==> config.mk <==
export PLATFORM = sky130hd
export DESIGN_NAME = pc_unit_flat
export DESIGN_NICKNAME = d
export VERILOG_FILES = /design/src/rtl/riscv_pkg.sv /design/src/rtl/pc_unit_if.sv /design/src/rtl/pc_next_mux.sv /design/src/rtl/pc_unit.sv /design/src/flat_wrapper.sv
export SDC_FILE = /design/constraint.sdc
export NUM_CORES = 1
export LEC_CHECK = 0
export ABC_AREA = 1
export CELL_PAD_IN_SITES_DETAIL_PLACEMENT = 1
export CELL_PAD_IN_SITES_GLOBAL_PLACEMENT = 2
export CORE_UTILIZATION = 21
export CTS_CLUSTER_SIZE = 28
export DETAILED_ROUTE_END_ITERATION = 16
export HOLD_SLACK_MARGIN = 0.12
export PLACE_DENSITY = 0.95
export SETUP_SLACK_MARGIN = 0.15
export SLEW_MARGIN = 10
export SYNTH_ARGS = -nofsm -noshare
export SYNTH_HDL_FRONTEND = slang
export SYNTH_SLANG_ARGS = --single-unit
==> constraint.sdc <==
create_clock -name clk -period 3.3 [get_ports clk]
set_clock_uncertainty 0.05 [all_clocks]
set_input_delay 0.825 -clock clk [delete_from_list [all_inputs] [get_ports clk]]
set_output_delay 0.825 -clock clk [all_outputs]
set_load 0.005 [all_outputs]
==> src/rtl/riscv_pkg.sv <==
// Shared types for the program-counter unit: FSM states and next-PC source selects.
package riscv_pkg;
   typedef enum logic [1:0] {BOOT, RUN, HALTED} pc_state_e;
   typedef enum logic [2:0] {TRAP, MRET, BRANCH, HOLD, SEQ} pc_sel_e;
   localparam int unsigned PC_STEP = 4;
endpackage

==> src/rtl/pc_unit_if.sv <==
// Control/redirect inputs and PC outputs of pc_unit; misaligned exists only with PC_MISALIGN_CHECK_EN.
interface pc_unit_if #(parameter int XLEN = 32);
   logic            stall;
   logic            halt_req;
   logic            resume;
   logic            branch_taken;
   logic [XLEN-1:0] branch_target;
   logic            trap;
   logic            mret;
   logic [XLEN-1:0] epc;
   logic [XLEN-1:0] pc_out;
   logic [XLEN-1:0] pc_plus4;
   logic            pc_valid;
   logic            halted;
`ifdef PC_MISALIGN_CHECK_EN
   logic            misaligned;
`endif

   modport master (
      output stall, halt_req, resume, branch_taken, branch_target, trap, mret, epc,
      input  pc_out, pc_plus4, pc_valid, halted
`ifdef PC_MISALIGN_CHECK_EN
      , input misaligned
`endif
   );

   modport slave (
      input  stall, halt_req, resume, branch_taken, branch_target, trap, mret, epc,
      output pc_out, pc_plus4, pc_valid, halted
`ifdef PC_MISALIGN_CHECK_EN
      , output misaligned
`endif
   );
endinterface

==> src/rtl/pc_next_mux.sv <==
// Combinational next-PC priority select: trap > mret > branch > stall(hold) > sequential.
// Redirect targets are either word-aligned (default) or diverted to the trap vector (PC_MISALIGN_CHECK_EN).
module pc_next_mux
   import riscv_pkg::*;
#(
   parameter int              XLEN        = 32,
   parameter logic [XLEN-1:0] TRAP_VECTOR = XLEN'('h100)
) (
   input  logic            trap,
   input  logic            mret,
   input  logic            branch_taken,
   input  logic            stall,
   input  logic [XLEN-1:0] pc,
   input  logic [XLEN-1:0] pc_plus4,
   input  logic [XLEN-1:0] epc,
   input  logic [XLEN-1:0] branch_target,
   output pc_sel_e         sel,
`ifdef PC_MISALIGN_CHECK_EN
   output logic            misalign,
`endif
   output logic [XLEN-1:0] next_pc
);
   logic [XLEN-1:0] target;
   logic            redirect;

   always_comb begin
      sel    = SEQ;
      target = pc_plus4;
      if (trap) begin
         sel    = TRAP;
         target = TRAP_VECTOR;
      end else if (mret) begin
         sel    = MRET;
         target = epc;
      end else if (branch_taken) begin
         sel    = BRANCH;
         target = branch_target;
      end else if (stall) begin
         sel    = HOLD;
         target = pc;
      end
   end

   assign redirect = (sel == MRET) || (sel == BRANCH);

`ifdef PC_MISALIGN_CHECK_EN
   assign misalign = redirect && (target[1:0] != 2'b00);
   assign next_pc  = misalign ? TRAP_VECTOR : target;
`else
   localparam logic [XLEN-1:0] ALIGN_MASK = ~XLEN'(3);
   assign next_pc = redirect ? (target & ALIGN_MASK) : target;
`endif
endmodule

==> src/rtl/pc_unit.sv <==
// Program counter with BOOT/RUN/HALTED control; redirects land one cycle after request.
// Optional PC_MISALIGN_CHECK_EN traps misaligned branch/mret targets and pulses misaligned.
module pc_unit
   import riscv_pkg::*;
#(
   parameter int              XLEN         = 32,
   parameter logic [XLEN-1:0] RESET_VECTOR = '0,
   parameter logic [XLEN-1:0] TRAP_VECTOR  = XLEN'('h100)
) (
   input logic     clk,
   input logic     rst,
   pc_unit_if.slave bus
);
   pc_state_e       state, state_nxt;
   pc_sel_e         sel;
   logic [XLEN-1:0] pc, pc_nxt, pc_inc, mux_pc;

   assign pc_inc = pc + XLEN'(PC_STEP);

`ifdef PC_MISALIGN_CHECK_EN
   logic mux_misalign, mis_q, mis_nxt;
`endif

   pc_next_mux #(.XLEN(XLEN), .TRAP_VECTOR(TRAP_VECTOR)) u_next_mux (
      .trap          (bus.trap),
      .mret          (bus.mret),
      .branch_taken  (bus.branch_taken),
      .stall         (bus.stall),
      .pc            (pc),
      .pc_plus4      (pc_inc),
      .epc           (bus.epc),
      .branch_target (bus.branch_target),
      .sel           (sel),
`ifdef PC_MISALIGN_CHECK_EN
      .misalign      (mux_misalign),
`endif
      .next_pc       (mux_pc)
   );

   always_ff @(posedge clk) begin
      if (rst) begin
         state <= BOOT;
         pc    <= RESET_VECTOR;
`ifdef PC_MISALIGN_CHECK_EN
         mis_q <= 1'b0;
`endif
      end else begin
         state <= state_nxt;
         pc    <= pc_nxt;
`ifdef PC_MISALIGN_CHECK_EN
         mis_q <= mis_nxt;
`endif
      end
   end

   always_comb begin
      state_nxt = state;
      pc_nxt    = pc;
`ifdef PC_MISALIGN_CHECK_EN
      mis_nxt   = 1'b0;
`endif
      unique case (state)
         BOOT: state_nxt = RUN;
         RUN: begin
            pc_nxt = mux_pc;
`ifdef PC_MISALIGN_CHECK_EN
            mis_nxt = mux_misalign;
`endif
            // A halt still honours a same-cycle mret/branch, but never advances sequentially.
            if (bus.halt_req && !bus.trap) begin
               state_nxt = HALTED;
               if ((sel == HOLD) || (sel == SEQ)) pc_nxt = pc;
            end
         end
         HALTED: begin
            if (bus.trap) begin
               pc_nxt    = TRAP_VECTOR;
               state_nxt = RUN;
            end else if (bus.resume) begin
               state_nxt = RUN;
            end
         end
         default: state_nxt = BOOT;
      endcase
   end

   assign bus.pc_out   = pc;
   assign bus.pc_plus4 = pc_inc;
   assign bus.pc_valid = (state == RUN);
   assign bus.halted   = (state == HALTED);
`ifdef PC_MISALIGN_CHECK_EN
   assign bus.misaligned = mis_q;
`endif
endmodule

==> src/flat_wrapper.sv <==
// flat-port wrapper written by rule: the top's interface ports become plain ports
module pc_unit_flat import riscv_pkg::*;
#(
   parameter int              XLEN         = 32,
   parameter logic [XLEN-1:0] RESET_VECTOR = '0,
   parameter logic [XLEN-1:0] TRAP_VECTOR  = XLEN'('h100)
)
  (clk, rst, bus_stall, bus_halt_req, bus_resume, bus_branch_taken, bus_branch_target, bus_trap, bus_mret, bus_epc, bus_pc_out, bus_pc_plus4, bus_pc_valid, bus_halted);
  pc_unit_if #(.XLEN(XLEN)) bus_i ();
  input logic clk;
  input logic rst;
  input wire logic [$bits(bus_i.stall)-1:0] bus_stall;
  input wire logic [$bits(bus_i.halt_req)-1:0] bus_halt_req;
  input wire logic [$bits(bus_i.resume)-1:0] bus_resume;
  input wire logic [$bits(bus_i.branch_taken)-1:0] bus_branch_taken;
  input wire logic [$bits(bus_i.branch_target)-1:0] bus_branch_target;
  input wire logic [$bits(bus_i.trap)-1:0] bus_trap;
  input wire logic [$bits(bus_i.mret)-1:0] bus_mret;
  input wire logic [$bits(bus_i.epc)-1:0] bus_epc;
  output wire logic [$bits(bus_i.pc_out)-1:0] bus_pc_out;
  output wire logic [$bits(bus_i.pc_plus4)-1:0] bus_pc_plus4;
  output wire logic [$bits(bus_i.pc_valid)-1:0] bus_pc_valid;
  output wire logic [$bits(bus_i.halted)-1:0] bus_halted;
  assign bus_i.stall = bus_stall;
  assign bus_i.halt_req = bus_halt_req;
  assign bus_i.resume = bus_resume;
  assign bus_i.branch_taken = bus_branch_taken;
  assign bus_i.branch_target = bus_branch_target;
  assign bus_i.trap = bus_trap;
  assign bus_i.mret = bus_mret;
  assign bus_i.epc = bus_epc;
  assign bus_pc_out = bus_i.pc_out;
  assign bus_pc_plus4 = bus_i.pc_plus4;
  assign bus_pc_valid = bus_i.pc_valid;
  assign bus_halted = bus_i.halted;
  pc_unit #(.XLEN(XLEN), .RESET_VECTOR(RESET_VECTOR), .TRAP_VECTOR(TRAP_VECTOR)) u_core (.clk(clk), .rst(rst), .bus(bus_i));
endmodule
==> summary.md <==
| Metric | Value |
|---|---|
| ANT cells | 0 |
| Final RePlAce weighted congestion | 0.837 |
| Synth Instances | 540 |
| Post-Layout Inst Area | 4840 um^2 |
| Total wire length | 13,200 um |
| H-tree lvl count | 2 |
| WP buf/inv | 2 |
| Critical path's slowest cell | clkdlybuf4s50_1 |
| Minimum clock period | 3.06 ns |
| Post-route ant nets | 0 |
| DRC Markers | 0 |
| Setup TNS | 0 ns |
| Initial Utilization | 21.5% |
| Most frequent CP cell | nand2_1 |
| Top Metal Used | met4 |
| Critical path cell sequence | ha_4, nand2_1, nor2_4, nand2_4, nor2_4, nand2_1, nand2_1, nand2_1, inv_1, clkdlybuf4s50_1 |
| Critical-path maximum fanout | 6 |
| Crit Path Class | reg -> out |
| Async S/R FF share, synth | 0% |
| Root Buffer | clkbuf_16 |
| TritonCTS clock tree | built |
| First-pass GRT wire length | 20,500 um |
| Initial antenna violation count | 0 |
| RSZ-0062 raised after global routing | yes |
| Placed Cells | 838 |
| Leakage | 0.00194 uW |
| Cell variety after synth | 28 |
| Final #Nets | 743 |
| Sum of routed wire segments on met1 | 5940 um |
| Max-cap violations | 0 |
| Crit start category | flip-flop |
| Hold_buf cts | 0 |
| Grt ovf | 0 |
| Crit-path max cell delay | 0.50 ns |
| Ratio of cells with drive above 1 in the final layout | 9.28% |
| Commonest non-fill, non-tap cell in the layout | nand2_1 |
| First-pass DRT Iterations | 4 |
| Post-synth EDFFs | 0 |
| Worst path required time | 2.42 ns |
| Commonest cells after routing, fill and taps aside | nand2_1 (184), clkdlybuf4s50_1 (133), nand3_1 (102) |
| # setup viols final | 0 |
| CTS buffer count | 5 |
| Routed WL per cell | 15.6 um |
| Max-slew violations | 0 |
| Clock sink total | 34 |
| CP arrival | 2.18 ns |
| Register area | 698 um^2 |
| # fillers | 1,797 |
| Non-Filler Instances | 848 |
| Fraction of the cycle the final worst path needs | 92.7% |
| Placed inst area | 4490 um^2 |
| Cell area after synthesis | 2970 um^2 |
| Die Y | 121 um |
| IO Pins | 138 |
| Multi-input gate area | 2050 um^2 |
| Worst relative slew slack | 52.2% |
| Clock Pin Slew Worst Setup and Hold Paths | 0.06 ns |
| Critical path startpoint | u_core.bus.pc_out[2]$_SDFFE_PP0P_ |
| Met2 WL | 6290 um |
| Die ar. | 14,600 um^2 |
| Vias in the first global route | 3,970 |
| Syn_area_per_cell | 5.51 um^2 |
| Final hold violation count | 0 |
| Critical R2R Launch | u_core.state[0]$_SDFFE_PP0P_ |
| P&R area growth vs syn | 62.7% |
| Placement Rows | 43 |
| YS warnings | 0 |
| DR vias | 3,880 |
| Outcome | finished clean |
| Syn Nets | 616 |
| 1st-iter DRT viols | 156 |
| Min-delay worst type | reg -> reg |
| Max Fclk | 0.327 GHz |
| Vias per cell | 4.58 |
| I/O Buffers | 133 |
| Worst skew pair latency | 0.29 ns |
| Largest net degree at the start of global routing | 32 |
| Max Root-Sink Buffers | 2 |
| Core Region | 13,800 um^2 |
| Seq cells post-synth | 34 |
| Worst setup EP type | output pin |
| PD cells | 323 nW/um^2 |
| Worst-margin pin slew | 0.716 ns |
| Die width | 121 um |
| WL met3 | 680 um |
| Hold_sp | u_core.bus.pc_out[1]$_SDFFE_PP0P_ |
| Total track usage | 18.3% |
| CP delay by family, top | simple AND/OR/NAND/NOR gates |
| Max rail drop VDD | 0.175 mV |
| Dpl hpwl | 10,000 um |
| Post-synthesis sequential area ratio | 22.9% |
| Post-synth top flop | dfxtp_1 |
-- worst min-delay path, cell delays in order, from the launching register on --
cell and delay [ns]:
dfxtp_1 0.32, nand3_1 0.08, inv_1 0.03
-- through the flow --
step	total power, uW	hold WS, ns	util [%]	setup slack [ns]
floorplan	671	0.406	-	1.03
global placement	908	0.414	32.5	0.264
detailed placement	925	0.416	32.5	0.219
CTS	1590	0.426	34.2	0.114
global route	1650	0.443	35.0	0.114
finish	1560	0.423	35.0	0.241
-- cell families (layout without fill, tap and decap cells) --
kind of cell / Yosys count / in the layout / synth area share [%]
AO/OA/AOI/OAI: 48 / 48 / 9.51
XOR/XNOR: 9 / 9 / 2.65
adder cells (fa/ha/maj): 4 / 4 / 1.68
buffers and inverters: 90 / 218 / 12.2
flip-flops: 34 / 34 / 22.9
AND/OR/NAND/NOR: 355 / 355 / 51.1
-- cell usage after synthesis (all sizes together) (3+ instances only) --
master,count,area [um^2]
nand2,188,708
nand3,104,521
inv,64,240
nor2,44,173
dfxtp,34,681
a21oi,31,155
clkbuf,16,60.1
and2,15,93.8
buf,10,61.3
o21bai,8,60.1
xor2,7,61.3
ha,4,50.1
o211ai,3,22.5
o21ai,3,18.8
-- repair_timing --
item | 4_1_cts | 5_1_grt
cloned | 0 | 0
setup buffers | 0 | 2
setup endpoints to repair | 19 | 20
resized for setup | 12 | 32
pin swaps | 0 | 2
-- layer usage --
metal	up-vias	track usage, %
li1	1965	-
met1	1794	22.9
met2	105	31.5
met3	16	3.20
met4	0	6.10
met5	-	0
-- cell type report --
type / instances / share of cell area [%]
multi-input combinational: 416 / 42.3
timing repair buffer: 146 / 29.5
sequential: 34 / 14.4
inverter: 64 / 4.97
tap: 180 / 4.66
clock buffer: 6 / 2.87
clock inverter: 2 / 1.24
-- path summary, 6_finish.rpt --
check        depth (start not counted)                                  to  slack, ns
max                                 10                    bus_pc_plus4[22]       0.24
min                                  2   u_core.bus.pc_out[1]$_SDFFE_PP0P_       0.42
max reg2reg                         10  u_core.bus.pc_out[13]$_SDFFE_PP0P_       1.24
min reg2reg                          2   u_core.bus.pc_out[1]$_SDFFE_PP0P_       0.42
-- where the power goes --
part           total [uW]  switching (uW)  internal (uW)  leakage (uW)
logic                 442             220            221       0.00156
clock network         647             193            454     0.0000971
registers             475            37.8            437      0.000282
-- registers in the layout, indices dropped and copies added (netlist names) --
register / count
u_core.state: 2
u_core.bus.pc_out: 32
Power figures use the tool's default switching activity.
